### src/rtl/hazard_pkg.sv
// Shared encodings for the execute-stage hazard/forwarding controller:
// writeback-source codes, forward-word bit positions and controller states.
package hazard_pkg;

    // Writeback source of an instruction (also the low two bits of a forward word).
    typedef enum logic [1:0] {
        WB_ADDPC = 2'b00,
        WB_MEM   = 2'b01,
        WB_ALU   = 2'b10,
        WB_IMM8  = 2'b11
    } wb_sel_e;

    // Forward word layout: [5:4] reserved, [3] enable, [2] 0=X2X/1=M2X, [1:0] producer wbSel.
    localparam int FW_W   = 6;
    localparam int FW_EN  = 3;
    localparam int FW_M2X = 2;

    // Controller states.
    typedef enum logic [1:0] {
        RUN   = 2'd0,
        STALL = 2'd1,
        FLUSH = 2'd2
    } hz_state_e;

endpackage

### src/rtl/fwd_match.sv
// Combinational operand-source matcher: compares one ID source register
// against the EX and MEM shadow entries and builds the forward word.
// The nearer producer (EX) wins; an EX producer that is a load cannot be
// forwarded yet and raises loadUse instead of a forward word.
module fwd_match import hazard_pkg::*; #(
    parameter int REG_W = 3
) (
    input  logic [REG_W-1:0] src,
    input  logic             srcUse,
    input  logic             exValid,
    input  logic [REG_W-1:0] exRd,
    input  logic             exRegWrite,
    input  logic [1:0]       exWbSel,
    input  logic             memValid,
    input  logic [REG_W-1:0] memRd,
    input  logic             memRegWrite,
    input  logic [1:0]       memWbSel,
    output logic [FW_W-1:0]  fwWord,
    output logic             loadUse
);

    logic exHit;
    logic memHit;

    assign exHit  = srcUse & exValid  & exRegWrite  & (exRd  == src);
    assign memHit = srcUse & memValid & memRegWrite & (memRd == src);

    // Priority select: EX producer first, then MEM, otherwise register file.
    always_comb begin
        fwWord  = '0;
        loadUse = 1'b0;
        if (exHit) begin
            if (exWbSel == WB_MEM) begin
                loadUse = 1'b1;
            end else begin
                fwWord[FW_EN] = 1'b1;
                fwWord[1:0]   = exWbSel;
            end
        end else if (memHit) begin
            fwWord[FW_EN]  = 1'b1;
            fwWord[FW_M2X] = 1'b1;
            fwWord[1:0]    = memWbSel;
        end
    end

endmodule

### src/rtl/hazard_fwd_ctrl.sv
// Execute-stage pipeline controller: tracks destination registers of the
// instructions in EX and MEM, registers the forward words for the operands
// of the instruction entering EX, stalls one cycle on a load-use hazard and
// inserts FLUSH_CYCLES bubbles after a taken branch/jump.
// Optional build macro HAZ_PERF_CNT_EN adds saturating stall/flush counters.
module hazard_fwd_ctrl import hazard_pkg::*; #(
    parameter int REG_W        = 3,
    parameter int FLUSH_CYCLES = 2
) (
    input  logic             clk,
    input  logic             rst,
    input  logic             idValid,
    input  logic [REG_W-1:0] idRsA,
    input  logic [REG_W-1:0] idRsB,
    input  logic             idUseA,
    input  logic             idUseB,
    input  logic [REG_W-1:0] idRd,
    input  logic             idRegWrite,
    input  logic [1:0]       idWbSel,
    input  logic             exRedirect,
    output logic [5:0]       fwCntrlA,
    output logic [5:0]       fwCntrlB,
    output logic             stallIF,
    output logic             bubbleEX,
    output logic             flushID
`ifdef HAZ_PERF_CNT_EN
    ,
    output logic [15:0]      stallCnt,
    output logic [15:0]      flushCnt
`endif
);

    localparam int CNT_W = $clog2(FLUSH_CYCLES + 1);

    hz_state_e        state_q;
    hz_state_e        state_d;
    logic [CNT_W-1:0] fcnt_q;
    logic [CNT_W-1:0] fcnt_d;
    logic             bubbleNext;

    // EX shadow (_p1) and MEM shadow (_p2) of the in-flight instructions.
    logic             shValid_p1;
    logic [REG_W-1:0] shRd_p1;
    logic             shRegWrite_p1;
    logic [1:0]       shWbSel_p1;
    logic             shValid_p2;
    logic [REG_W-1:0] shRd_p2;
    logic             shRegWrite_p2;
    logic [1:0]       shWbSel_p2;

    logic [FW_W-1:0]  wordA;
    logic [FW_W-1:0]  wordB;
    logic             luA;
    logic             luB;
    logic             loadUse;

    fwd_match #(.REG_W(REG_W)) u_match_a (
        .src         (idRsA),
        .srcUse      (idValid & idUseA),
        .exValid     (shValid_p1),
        .exRd        (shRd_p1),
        .exRegWrite  (shRegWrite_p1),
        .exWbSel     (shWbSel_p1),
        .memValid    (shValid_p2),
        .memRd       (shRd_p2),
        .memRegWrite (shRegWrite_p2),
        .memWbSel    (shWbSel_p2),
        .fwWord      (wordA),
        .loadUse     (luA)
    );

    fwd_match #(.REG_W(REG_W)) u_match_b (
        .src         (idRsB),
        .srcUse      (idValid & idUseB),
        .exValid     (shValid_p1),
        .exRd        (shRd_p1),
        .exRegWrite  (shRegWrite_p1),
        .exWbSel     (shWbSel_p1),
        .memValid    (shValid_p2),
        .memRd       (shRd_p2),
        .memRegWrite (shRegWrite_p2),
        .memWbSel    (shWbSel_p2),
        .fwWord      (wordB),
        .loadUse     (luB)
    );

    assign loadUse = luA | luB;

    // Next state, flush down-counter and state-decoded control outputs.
    // A redirect overrides everything, including a load-use seen in the same cycle.
    always_comb begin
        state_d  = state_q;
        fcnt_d   = fcnt_q;
        stallIF  = (state_q == STALL);
        flushID  = (state_q == FLUSH);
        bubbleEX = (state_q != RUN);
        if (exRedirect) begin
            state_d = FLUSH;
            fcnt_d  = CNT_W'(FLUSH_CYCLES);
        end else begin
            case (state_q)
                RUN:     if (loadUse) state_d = STALL;
                STALL:   state_d = RUN;
                FLUSH: begin
                    if (fcnt_q <= CNT_W'(1)) state_d = RUN;
                    else                      fcnt_d  = fcnt_q - CNT_W'(1);
                end
                default: state_d = RUN;
            endcase
        end
        // The instruction leaving ID this cycle is replaced by a bubble whenever
        // the controller is heading into STALL or FLUSH.
        bubbleNext = (state_d != RUN);
    end

    // ---- ID -> EX/MEM boundary: control state, shadow valids and forward words ----
    // Registered forward words are forced to zero for the cycles EX holds a bubble.
    always_ff @(posedge clk or negedge rst) begin
        if (!rst) begin
            state_q    <= RUN;
            fcnt_q     <= '0;
            shValid_p1 <= 1'b0;
            shValid_p2 <= 1'b0;
            fwCntrlA   <= '0;
            fwCntrlB   <= '0;
        end else begin
            state_q    <= state_d;
            fcnt_q     <= fcnt_d;
            shValid_p1 <= idValid & ~bubbleNext;
            shValid_p2 <= shValid_p1;
            fwCntrlA   <= bubbleNext ? '0 : wordA;
            fwCntrlB   <= bubbleNext ? '0 : wordB;
        end
    end

    // Shadow payload advances every cycle; it is only meaningful under its valid.
    always_ff @(posedge clk) begin
        shRd_p1       <= idRd;
        shRegWrite_p1 <= idRegWrite;
        shWbSel_p1    <= idWbSel;
        shRd_p2       <= shRd_p1;
        shRegWrite_p2 <= shRegWrite_p1;
        shWbSel_p2    <= shWbSel_p1;
    end

`ifdef HAZ_PERF_CNT_EN
    function automatic logic [15:0] sat_inc(input logic [15:0] v);
        return (v == 16'hFFFF) ? v : v + 16'd1;
    endfunction

    // Performance counters: cycles spent stalled and number of flush entries.
    always_ff @(posedge clk or negedge rst) begin
        if (!rst) begin
            stallCnt <= '0;
            flushCnt <= '0;
        end else begin
            if (state_q == STALL) stallCnt <= sat_inc(stallCnt);
            if (exRedirect)       flushCnt <= sat_inc(flushCnt);
        end
    end
`endif

endmodule

### config.mk
export PLATFORM = sky130hd
export DESIGN_NAME = hazard_fwd_ctrl
export DESIGN_NICKNAME = d
export VERILOG_FILES = /design/src/rtl/hazard_pkg.sv /design/src/rtl/fwd_match.sv /design/src/rtl/hazard_fwd_ctrl.sv
export SDC_FILE = /design/constraint.sdc
export NUM_CORES = 1
export LEC_CHECK = 0
export ABC_AREA = 1
export CORE_AREA = 10 10 74 76
export DETAILED_ROUTE_END_ITERATION = 6
export DIE_AREA = 0 0 84 86
export MAX_ROUTING_LAYER = met4
export RECOVER_POWER = 50
export SYNTH_ARGS = -nofsm -noshare
export SYNTH_HDL_FRONTEND = slang
export SYNTH_HIERARCHICAL = 1
export SYNTH_SLANG_ARGS = --single-unit
export TNS_END_PERCENT = 50
### constraint.sdc
create_clock -name clk -period 2.9 [get_ports clk]
set_input_delay 0.87 -clock clk [delete_from_list [all_inputs] [get_ports clk]]
set_output_delay 0.87 -clock clk [all_outputs]
set_load 0.01 [all_outputs]
Word level (Yosys, flattened, before mapping)
Cells that the tools add are included.
{"block": "word_totals", "inputBits": 18, "mem_bits_ro": 0, "mem_bits_rw": 0, "regBits": 26, "out_inout_bits": 15, "latchBits": 0, "mem_count": 0}
{"block": "classes", "n_bitwise": 17, "shift": 0, "muxes": 22, "n_eq_ne": 8, "div": 0, "n_mul": 0, "order_cmp": 1, "add_sub_neg": 1, "n_reduce_logical": 5}
{"cell": "2-bit two-way mux", "count": 9}
{"cell": "4-bit two-way mux", "count": 4}
{"cell": "1-bit bitwise AND", "count": 15}
{"cell": "3-bit == test", "count": 4}
{"cell": "1-bit two-way mux", "count": 8}
{"cell": "2-bit nonzero test", "count": 3}
{"cell": "2-bit by 1-bit == test with 1-bit output, second input constant", "count": 2}
{"cell": "2-bit case mux with 2 select lines", "count": 1}
{"cell": "2-bit == test, second input constant", "count": 1}
{"cell": "2-bit by 1-bit less-or-equal comparator with 1-bit output, second input constant", "count": 1}
{"cell": "2-bit zero test", "count": 1}
{"cell": "2-bit inequality test, second input constant", "count": 1}
{"cell": "2-bit AND reduction", "count": 1}
{"cell": "2-bit by 1-bit subtractor with 2-bit output, second input constant", "count": 1}
{"cell": "1-bit inverter", "count": 1}
{"cell": "1-bit OR", "count": 1}

Longest topological paths before layout
Gate-level depths: netlist of run 1.
{"block": "depth", "ltp_word": 12, "mapped_depth": 12, "mapped_depth_nobuf": 11}

Hierarchy
Netlist of run 1, hierarchy kept.
{"mod": "hazard_fwd_ctrl", "area_per_inst_um2": 1058.5, "seq_area_each_um2": 690.7, "n_inst": 1, "cells_per_inst": 90}
{"mod": "fwd_match", "area_per_inst_um2": 240.2, "seq_area_each_um2": 0.0, "n_inst": 2, "cells_per_inst": 44}

Worst setup path before layout of run 1
OpenSTA, ideal clock, no wires.
{"block": "synth_path", "path_kind": "input port to flip-flop", "startpoint": "input port idUseA", "endpoint": "register fwCntrlA[0]", "arrival_ns": 1.877, "cell_stages": 12, "setup_ns": 0.116, "path_slack_ns": 0.907, "t_required_ns": 2.784, "cell_sequence": "nand2_1 > inv_1 > nand3_1 > a21oi_4 > nand2_4 > nor3_2 > inv_1 > nand2_1 > nand2_2 > nand3_4 > buf_12 > nor2_4"}
{"block": "synth_between", "elab_chain_cells": 11, "word_cells_on_any_way": 16}
{"element": "start, declared", "line": "hazard_fwd_ctrl.sv:15", "rtl": "input logic idUseA,"}
{"element": "1-bit bitwise AND", "line": "hazard_fwd_ctrl.sv:59", "rtl": ".srcUse (idValid & idUseA),"}
{"element": "1-bit bitwise AND (3 in series)", "line": "fwd_match.sv:25", "rtl": "assign exHit = srcUse & exValid & exRegWrite & (exRd == src);"}
{"element": "1-bit two-way mux", "line": "fwd_match.sv:32", "rtl": "if (exHit) begin"}
{"element": "via luA", "line": "hazard_fwd_ctrl.sv:53", "rtl": "logic luA;"}
{"element": "1-bit OR", "line": "hazard_fwd_ctrl.sv:87", "rtl": "assign loadUse = luA | luB;"}
{"element": "2-bit two-way mux", "line": "hazard_fwd_ctrl.sv:102", "rtl": "RUN: if (loadUse) state_d = STALL;"}
{"element": "2-bit case mux with 2 select lines", "line": "hazard_fwd_ctrl.sv:101", "rtl": "case (state_q)"}
{"element": "2-bit two-way mux", "line": "hazard_fwd_ctrl.sv:97", "rtl": "if (exRedirect) begin"}
{"element": "2-bit nonzero test", "line": "hazard_fwd_ctrl.sv:113", "rtl": "bubbleNext = (state_d != RUN);"}
{"element": "4-bit two-way mux", "line": "hazard_fwd_ctrl.sv:131", "rtl": "fwCntrlA <= bubbleNext ? '0 : wordA;"}
{"element": "end signal, assigned", "line": "hazard_fwd_ctrl.sv:131"}
{"element": "end, declared", "line": "hazard_fwd_ctrl.sv:21", "rtl": "output logic [5:0] fwCntrlA,"}
The timed path passes the listed nets, and every way through them passes these cells.
A chain may end at the register's enable or synchronous reset.

Worst setup path in the final report of run 1
{"block": "layout_path", "startpoint": "input port idValid", "endpoint": "register shValid_p1"}
{"block": "layout_between", "elab_chain_cells": 12, "word_cells_on_any_way": 17}
{"element": "start, declared", "line": "hazard_fwd_ctrl.sv:12", "rtl": "input logic idValid,"}
{"element": "1-bit bitwise AND", "line": "hazard_fwd_ctrl.sv:74", "rtl": ".srcUse (idValid & idUseB),"}
{"element": "1-bit bitwise AND (3 in series)", "line": "fwd_match.sv:25"}
{"element": "1-bit two-way mux", "line": "fwd_match.sv:32"}
{"element": "via luB", "line": "hazard_fwd_ctrl.sv:54", "rtl": "logic luB;"}
{"element": "1-bit OR", "line": "hazard_fwd_ctrl.sv:87"}
{"element": "2-bit two-way mux", "line": "hazard_fwd_ctrl.sv:102"}
{"element": "2-bit case mux with 2 select lines", "line": "hazard_fwd_ctrl.sv:101"}
{"element": "2-bit two-way mux", "line": "hazard_fwd_ctrl.sv:97"}
{"element": "2-bit nonzero test", "line": "hazard_fwd_ctrl.sv:113"}
{"element": "1-bit inverter", "line": "hazard_fwd_ctrl.sv:129", "rtl": "shValid_p1 <= idValid & ~bubbleNext;"}
{"element": "1-bit bitwise AND", "line": "hazard_fwd_ctrl.sv:129"}
{"element": "end signal, assigned", "line": "hazard_fwd_ctrl.sv:129"}
{"element": "end, declared", "line": "hazard_fwd_ctrl.sv:42", "rtl": "logic shValid_p1;"}
The timed path passes the listed nets, and every way through them passes these cells.

==> results.sh, run 1 <==
export IMPL_ys_types=23
export IMPL_postCtsSetupRepairBufs=0
export IMPL_rsz0062_at_grt="no"
export IMPL_dieArea_um2=7220
export IMPL_drtIter0Drc=10
export IMPL_ys_warnings_count=6
export IMPL_maxSlewHeadroom=0.385
export IMPL_async_flop_share=0.600
export IMPL_grt_max_degree=19
export IMPL_grt_pass1_vias=1102
export IMPL_synth_seq_area_share=0.449
export IMPL_fin_nets=234
export IMPL_diodes=0
export IMPL_max_freq_mhz=414
export IMPL_power_density_nw_per_um2=555
export IMPL_first_pass_iters=4
export IMPL_worst_pin_slew_ns=0.922
export IMPL_netlist_instances=178
export IMPL_cts_htree_levels=2
export IMPL_route_detailed_drc=0
export IMPL_portBuffers=32
export IMPL_fin_area_um2=1970
export IMPL_synth_edf_count=0
export IMPL_cts_buffer_depth=2
export IMPL_viasPerCell=4.12
export IMPL_peakVddDrop_mv=0.182
export IMPL_cp_end_kind="flop"
export IMPL_rows=23
export IMPL_cts_sinks=30
export IMPL_synthToLayoutAreaGrowth_pct=28.3
export IMPL_ys_flop_type="dfrtp_1"
export IMPL_finalSetupViolations=0
export IMPL_power_leakage_nw=0.937
export IMPL_drv_slew=0
export IMPL_skew_ns=0.00298
export IMPL_synth_area_um2=1540
export IMPL_status="complete, no violations"
export IMPL_cp_start_kind="input pin"
export IMPL_boundaryPins=33
export IMPL_routed_wl_um=2670
export IMPL_cts_buffers_inserted=5
export IMPL_track_usage=0.0827
export IMPL_wl_per_cell_um=10.0
export IMPL_syn_area_per_cell_um2=8.65
export IMPL_nFillCells=396
export IMPL_crit_required_ns=3.05
export IMPL_dpl_hpwl_um=2190
export IMPL_cts_tree="built"
export IMPL_dpl_cell_area_um2=1890
export IMPL_die_h_um=86
export IMPL_fin_crit_sh=0.833
export IMPL_clk_pin_slew_ns=0.06
export IMPL_ant_nets=0
export IMPL_cp_arrival_ns=2.57
export IMPL_setup_tns_ns=0
export IMPL_core_area_um2=3970
export IMPL_die_w_um=84
export IMPL_cts_hold_buffers=0
export IMPL_clkLatencyLatePin_ns=0.27
export IMPL_path_class="in -> reg"
export IMPL_hold_violations=0
export IMPL_worstPathMaxFanout=13
export IMPL_overflow=0
export IMPL_cts_root_buf="clkbuf_8"
export IMPL_grt_antenna_before_repair=0
export IMPL_power_total_mw=1.10
export IMPL_cap_violations=0
export IMPL_ys_ff_latch=30
export IMPL_ff2ff_setup_slack_ns=1.28
export IMPL_vias=1096
export IMPL_drive_gt1_frac=0.222
export IMPL_cts_resized=0
export IMPL_hold_path_class="reg -> reg"
export IMPL_grt_pass1_wl_um=4750
export IMPL_fin_crit_ns=2.42
export IMPL_start_util=0.388
export IMPL_gp_congestion=0.801
## routing by layer
| layer | vias to the layer above | GRT usage | wire (um) |
|---|---|---|---|
| met5 | - | - | 0 |
| met1 | 479 | 0.0825 | 1140 |
| li1 | 588 | - | - |
| met2 | 22 | 0.139 | 1360 |
| met3 | 7 | 0.0237 | 102 |
| met4 | 0 | 0.0548 | 67 |
## logic make-up after synthesis
kind of cell / synth area share
simple gates: 0.345
buf+inv: 0.135
flops: 0.449
compound gates: 0.0358
xor+xnor: 0.0228
other cells: 0.00488
fa+ha+maj: 0.00813
## critical path, stage by stage
cell and delay, ns:
clkdlybuf4s50_1 0.50, nand2_1 0.06, inv_1 0.06, nand3_1 0.12, a21oi_4 0.19, nand2_4 0.09
nor3_2 0.11, inv_1 0.05, nand2_1 0.07, nand2_2 0.07, nand3_4 0.30, nor2_1 0.08
## report_power, final
group | switching [mW] | total (mW) | internal [mW]
logic | 0.157 | 0.272 | 0.115
registers | 0.0306 | 0.490 | 0.459
clock network | 0.144 | 0.334 | 0.191
## synthesized netlist by cell type, types with 3 or more instances
| library cell | n | area, um^2 |
|---|---|---|
| nand3_1 | 14 | 70.1 |
| nand2_1 | 32 | 120 |
| inv_2 | 7 | 26.3 |
| nor2_4 | 13 | 146 |
| nor2_2 | 3 | 18.8 |
| xnor2_1 | 4 | 35.0 |
| inv_1 | 35 | 131 |
| dfrtp_1 | 18 | 450 |
| buf_4 | 4 | 30.0 |
| dfxtp_1 | 12 | 240 |
| nand2_4 | 3 | 33.8 |
| nand2_2 | 7 | 43.8 |
| nor2_1 | 11 | 41.3 |
## cell usage in the layout, fill, tap and decap left out, drive strengths merged, types with 3 or more instances in the layout
master	count
dlygate4sd3	7
o21ai	3
nor2	27
nand3	15
dfrtp	18
nand2	42
dfxtp	12
clkdlybuf4s50	25
clkbuf	8
inv	42
xnor2	4
conb	4
## area by class of cell
type | instances | area [um^2] | area share
flip-flops and latches | 30 | 691 | 0.350
multi-input cells | 103 | 648 | 0.328
repair buffers | 33 | 324 | 0.164
inverters | 42 | 158 | 0.0798
clock buffers | 7 | 86.3 | 0.0437
well taps | 50 | 62.6 | 0.0317
clock inverters | 1 | 5.00 | 0.00253
## path summary, 6_finish.rpt
kind                               start       endpoint  depth (start not counted)
hold reg to reg            shRegWrite_p1  shRegWrite_p2                          0
setup / recovery                 idValid     shValid_p1                         12
hold / removal             shRegWrite_p1  shRegWrite_p2                          0
min in group asynchronous            rst      fcnt_q[1]                          2
setup reg to reg              shRd_p1[0]     shValid_p1                         11
max in group asynchronous            rst    fwCntrlA[1]                          2
## through the flow
step | setup WS (ns) | util | hold WS, ns | instances
after global routing | 0.320 | 0.497 | 0.383 | 266
after detailed placement | 0.201 | 0.475 | 0.368 | 258
after floorplan | 0.907 | - | 0.351 | 180
after global placement | 0.236 | 0.475 | 0.373 | 258
after CTS | 0.484 | 0.498 | 0.378 | 266
final | 0.484 | 0.497 | 0.377 | 266
## state kept, by name, indices dropped and copies added (netlist names)
name and count:
fwCntrlA 6, fwCntrlB 6, shRd_p1 3, shRd_p2 3
fcnt_q 2, shWbSel_p1 2, shWbSel_p2 2, state_q 2
shRegWrite_p1 1, shRegWrite_p2 1, shValid_p1 1, shValid_p2 1
Note: power is estimated with default switching activity, not from simulation.
==> run 2, diff against run 1 <==
PLACE_DENSITY = 0.65   (was unset)
clock period = 1.9 ns   (was 2.9 ns; I/O delays follow)
==> run 2 against run 1 <==
  * First-iteration DRC count grew to 3.4 times the previous value
  * Cell count is 6.0% higher
  * Via count is 8.2% higher
  * Combinational power is 71% higher
  * Design area is 7.9% higher
  * Setup slack worse by 0.40 ns
  * Sequential cell count stayed put
  * Sequential power is 53% higher
  * Critical endpoint unchanged
==> results.sh, run 2 (same netlist as run 1, synthesis figures left out) <==
export IMPL_power_total_mw=1.69
export IMPL_clkLatencyLatePin_ns=0.27
export IMPL_worst_pin_slew_ns=0.882
export IMPL_hold_violations=0
export IMPL_gp_congestion=0.837
export IMPL_drtIter0Drc=34
export IMPL_largestRegisters="fwCntrlA: 6 flops, fwCntrlB: 6 flops"
export IMPL_die_h_um=86
export IMPL_peakVddDrop_mv=0.320
export IMPL_fin_nets=250
export IMPL_path_class="in -> reg"
export IMPL_grt_antenna_before_repair=0
export IMPL_maxSlewHeadroom=0.412
export IMPL_hold_path_depth=0
export IMPL_rows=23
export IMPL_cts_buffers_inserted=5
export IMPL_cts_tree="built"
export IMPL_reg2reg_depth=11
export IMPL_core_area_um2=3970
export IMPL_drive_gt1_frac=0.306
export IMPL_rr_endpoint="shValid_p1"
export IMPL_cp_end_kind="flop"
export IMPL_cap_violations=0
export IMPL_hold_path_class="reg -> reg"
export IMPL_fin_crit_ns=1.82
export IMPL_cts_buffer_depth=2
export IMPL_status="complete, no violations"
export IMPL_vias=1186
export IMPL_drv_slew=0
export IMPL_portBuffers=32
export IMPL_diodes=0
export IMPL_clk_pin_slew_ns=0.06
export IMPL_grt_pass1_wl_um=4870
export IMPL_power_density_nw_per_um2=794
export IMPL_overflow=0
export IMPL_dieArea_um2=7220
export IMPL_finalSetupViolations=0
export IMPL_synthToLayoutAreaGrowth_pct=38.4
export IMPL_mostFrequentLayoutCells="33 x inv_1, 31 x nand2_1, 18 x dfrtp_1"
export IMPL_cp_arrival_ns=1.98
export IMPL_r2r_start="shRd_p1[1]"
export IMPL_power_leakage_nw=1.07
export IMPL_cp_start_kind="input pin"
export IMPL_skew_ns=0.00376
export IMPL_fin_area_um2=2130
export IMPL_worstSetupStartpoint="idRsB[0]"
export IMPL_fin_crit_sh=0.958
export IMPL_ant_nets=0
export IMPL_grt_max_degree=19
export IMPL_min_from="shRegWrite_p1"
export IMPL_dpl_cell_area_um2=1950
export IMPL_track_usage=0.0856
export IMPL_route_detailed_drc=0
export IMPL_start_util=0.388
export IMPL_cts_hold_buffers=0
export IMPL_nFillCells=375
export IMPL_routed_wl_um=2940
export IMPL_die_w_um=84
export IMPL_crit_required_ns=2.06
export IMPL_boundaryPins=33
export IMPL_dpl_hpwl_um=2270
export IMPL_first_pass_iters=3
export IMPL_grt_pass1_vias=1104
export IMPL_whs_endpoint="shRegWrite_p2"
export IMPL_cts_sinks=30
export IMPL_ff2ff_setup_slack_ns=0.39
export IMPL_cts_htree_levels=2
export IMPL_wl_per_cell_um=10.4
export IMPL_layout_commonest_cell="inv_1"
export IMPL_cts_root_buf="clkbuf_8"
export IMPL_viasPerCell=4.21
export IMPL_max_freq_mhz=550
export IMPL_worstPathMaxFanout=5
export IMPL_fin_util=0.536
run 2: cell types whose count changed in the layout (fill, tap and decap cells not counted), sizes merged, moves of 2 or more:
cell / previous run / this run
buf: 0 / 15
clkbuf: 8 / 6
clkdlybuf4s50: 25 / 17
dlygate4sd2: 0 / 3
dlymetal6s2s: 0 / 5
run 2: worst max-delay path by stage:
stage                        endpoint  slack [ns]  cells after the start
after global routing       shValid_p1       -0.02                     12
after global placement     shValid_p1       -0.36                     12
final                      shValid_p1        0.08                     12
after floorplan           fwCntrlA[0]        0.21                     12
after detailed placement   shValid_p1       -0.40                     12
after CTS                  shValid_p1       -0.01                     12
run 2: area by class of cell:
cell class | count | area [um^2] | share of cell area
repair buffers | 48 | 445 | 0.209
clock buffers | 5 | 68.8 | 0.0323
inverters | 42 | 158 | 0.0740
multi-input cells | 104 | 688 | 0.323
clock inverters | 3 | 16.3 | 0.00764
well taps | 50 | 62.6 | 0.0294
flip-flops and latches | 30 | 691 | 0.324
run 2: report_power, final:
part           leakage, nW  total [mW]  internal (mW)  switching [mW]
sequential           0.341       0.750          0.701          0.0494
clock               0.0416       0.475          0.250           0.225
combinational        0.683       0.466          0.202           0.264
run 2: through the flow:
stage	setup slack (ns)	std cells	TNS (ns)	hold WS, ns
6_report	0.0802	282	0	0.403
3_5_place_dp	-0.397	266	-3.44	0.368
5_1_grt	-0.0242	282	-0.0467	0.416
2_1_floorplan	0.207	180	0	0.274
3_3_place_gp	-0.355	266	-3.10	0.373
4_1_cts	-0.0123	276	-0.0123	0.389
run 2: repair_timing:
item / CTS / global route
buffers inserted: 1 / 6
pin swaps: 1 / 7
cloned: 1 / 0
endpoints found under the hold margin: 0 / 0
resized for setup: 6 / 11
endpoints found under the setup margin: 12 / 10
run 2: worst max-delay path, cell delays in order:
cell             delay, ns
clkdlybuf4s50_1       0.52
inv_2                 0.05
nand2_2               0.05
nand2_2               0.06
nor2_4                0.14
nand2_4               0.06
nor3_2                0.10
inv_1                 0.06
nand2_2               0.08
nand2_4               0.07
nand3_4               0.16
nor2_2                0.04
run 2: per-layer routing:
layer,routed length (um),share of wire,vias up,GRT usage
met4,33,0.011,0,0.0502
met2,1480,0.50,25,0.126
met5,0,0,-,-
li1,-,-,616,-
met3,117,0.040,5,0.0312
met1,1310,0.44,540,0.0979
==> run 3, diff against run 2 <==
DONT_BUFFER_PORTS = 1   (was unset)
PLACE_DENSITY = unset   (was 0.65)
==> run 3 against run 2 <==
  * Core utilization is 12 points lower
  * Clock-buffer cell count is 3 higher
  * Design area is 22% lower
  * Cell count is 16% lower
  * Maximum frequency is 16% higher
  * Clock skew is 0.0081 ns higher
  * Setup slack better by 0.25 ns
  * Global-route usage is 0.12 points lower
  * Sequential cell count stayed put
  * Clock power is 10% higher
  * Critical endpoint is now bubbleEX
  * Highest routed layer unchanged
==> results.sh, run 3 (same netlist as run 1, synthesis figures left out) <==
export IMPL_fin_area_um2=1670
export IMPL_clkLatencyLatePin_ns=0.28
export IMPL_portBuffers=0
export IMPL_fin_crit_ns=1.57
export IMPL_boundaryPins=33
export IMPL_first_pass_iters=4
export IMPL_wl_per_cell_um=11.5
export IMPL_worst_pin_slew_ns=0.799
export IMPL_hold_path_class="in -> reg"
export IMPL_max_freq_mhz=637
export IMPL_dpl_hpwl_um=2150
export IMPL_crit_required_ns=1.33
export IMPL_route_detailed_drc=0
export IMPL_fin_nets=204
export IMPL_gp_congestion=0.772
export IMPL_peakVddDrop_mv=0.303
export IMPL_path_class="reg -> out"
export IMPL_vias=995
export IMPL_cts_resized=0
export IMPL_fin_cells=236
export IMPL_hold_violations=0
export IMPL_drtIter0Drc=80
export IMPL_cap_violations=0
export IMPL_die_w_um=84
export IMPL_cts_root_buf="clkbuf_8"
export IMPL_ant_nets=0
export IMPL_skew_ns=0.0119
export IMPL_cts_buffers_inserted=5
export IMPL_synthToLayoutAreaGrowth_pct=8.62
export IMPL_cp_start_kind="flop"
export IMPL_power_total_mw=1.60
export IMPL_cts_buffer_depth=2
export IMPL_status="complete, no violations"
export IMPL_routed_wl_um=2700
export IMPL_dpl_cell_area_um2=1570
export IMPL_cts_htree_levels=2
export IMPL_path_cells="nor2_1 > inv_1"
export IMPL_worstPathMaxFanout=3
export IMPL_placed_cells=227
export IMPL_mostFrequentLayoutCells="35 x inv_1, 32 x nand2_1, 18 x dfrtp_1"
export IMPL_path_buf_inv=1
export IMPL_track_usage=0.0844
export IMPL_layout_commonest_cell="inv_1"
export IMPL_power_density_nw_per_um2=958
export IMPL_maxSlewHeadroom=0.465
export IMPL_diodes=0
export IMPL_rsz0062_at_grt="no"
export IMPL_start_util=0.388
export IMPL_dieArea_um2=7220
export IMPL_power_leakage_nw=0.825
export IMPL_cts_tree="built"
export IMPL_fin_ws_ns=0.329
export IMPL_die_h_um=86
export IMPL_slowest_stage="dfrtp_1"
export IMPL_setup_tns_ns=0
export IMPL_rows=23
export IMPL_grt_pass1_vias=981
export IMPL_grt_max_degree=19
export IMPL_drv_slew=0
export IMPL_largestRegisters="fwCntrlA: 6 flops, fwCntrlB: 6 flops"
export IMPL_cp_end_kind="output pin"
export IMPL_grt_pass1_wl_um=4720
export IMPL_cts_sinks=30
export IMPL_slowest_delay_ns=0.41
export IMPL_crit_family="flip-flops"
export IMPL_drive_gt1_frac=0.258
export IMPL_pre_cts_ws_ns=0.0484
export IMPL_core_area_um2=3970
export IMPL_clk_pin_slew_ns=0.07
export IMPL_cp_arrival_ns=1.00
export IMPL_fin_crit_sh=0.827
export IMPL_postCtsSetupRepairBufs=0
export IMPL_overflow=0
export IMPL_finalSetupViolations=0
export IMPL_viasPerCell=4.22
export IMPL_grt_antenna_before_repair=0
-- run 3: cell types whose count changed in the layout (fill, tap and decap cells not counted), sizes merged, moves of 2 or more --
cell           before  now
dlymetal6s2s        5    0
dlygate4sd2         3    0
buf                15    2
dlygate4sd3         7    1
clkdlybuf4s50      17    0
clkbuf              6    8
clkinv              2    0
-- run 3: stage by stage --
stage               utilization  hold WS, ns
floorplan                     -        0.274
global placement          0.396        0.275
detailed placement        0.396        0.275
CTS                       0.422        0.291
global route              0.421        0.285
finish                    0.421        0.304
-- run 3: path summary, 6_finish.rpt --
check	from	endpoint	slack, ns	depth (start not counted)
worst max-delay path	state_q[0]	bubbleEX	0.33	2
worst min-delay path	idRd[2]	shRd_p1[2]	0.30	0
worst max register to register	shRd_p1[2]	shValid_p1	0.33	9
worst min register to register	shRegWrite_p1	shRegWrite_p2	0.39	0
max in group asynchronous	rst	fcnt_q[0]	0.58	1
min in group asynchronous	rst	fwCntrlB[0]	0.82	1
-- run 3: worst register-to-register path, stage by stage (launching register included) --
cell and delay [ns]:
dfxtp_1 0.39, nand2_1 0.12, a21oi_4 0.21, nand2_4 0.09, nor3_2 0.11, inv_1 0.06, nand2_1 0.08, nand2_2 0.07
nand3_4 0.24, nor2_1 0.07
-- run 3: power by group --
group	internal (mW)	switching [mW]
sequential	0.701	0.0587
combinational	0.107	0.211
clock	0.295	0.229
total	1.10	0.498
-- run 3: metal layers --
layer,part of all wire,wire length [um],up-vias,GRT usage
met3,0.055,149,6,0.0369
met1,0.43,1150,437,0.0881
met4,0.021,57,0,0.0502
met5,0,0,-,-
li1,-,-,526,-
met2,0.50,1340,26,0.130
-- run 3: repair_timing --
item,4_1_cts,5_1_grt
hold buffers,1,0
hold endpoints to repair,18,0
endpoints found under the setup margin,0,0
-- run 3: final cells by class --
| type | instances | area [um^2] |
|---|---|---|
| multi-input combinational | 103 | 646 |
| fill | 399 | 2300 |
| sequential | 30 | 691 |
| clock buffer | 8 | 90.1 |
| tap | 50 | 62.6 |
| inverter | 42 | 158 |
| timing repair buffer | 3 | 25.0 |
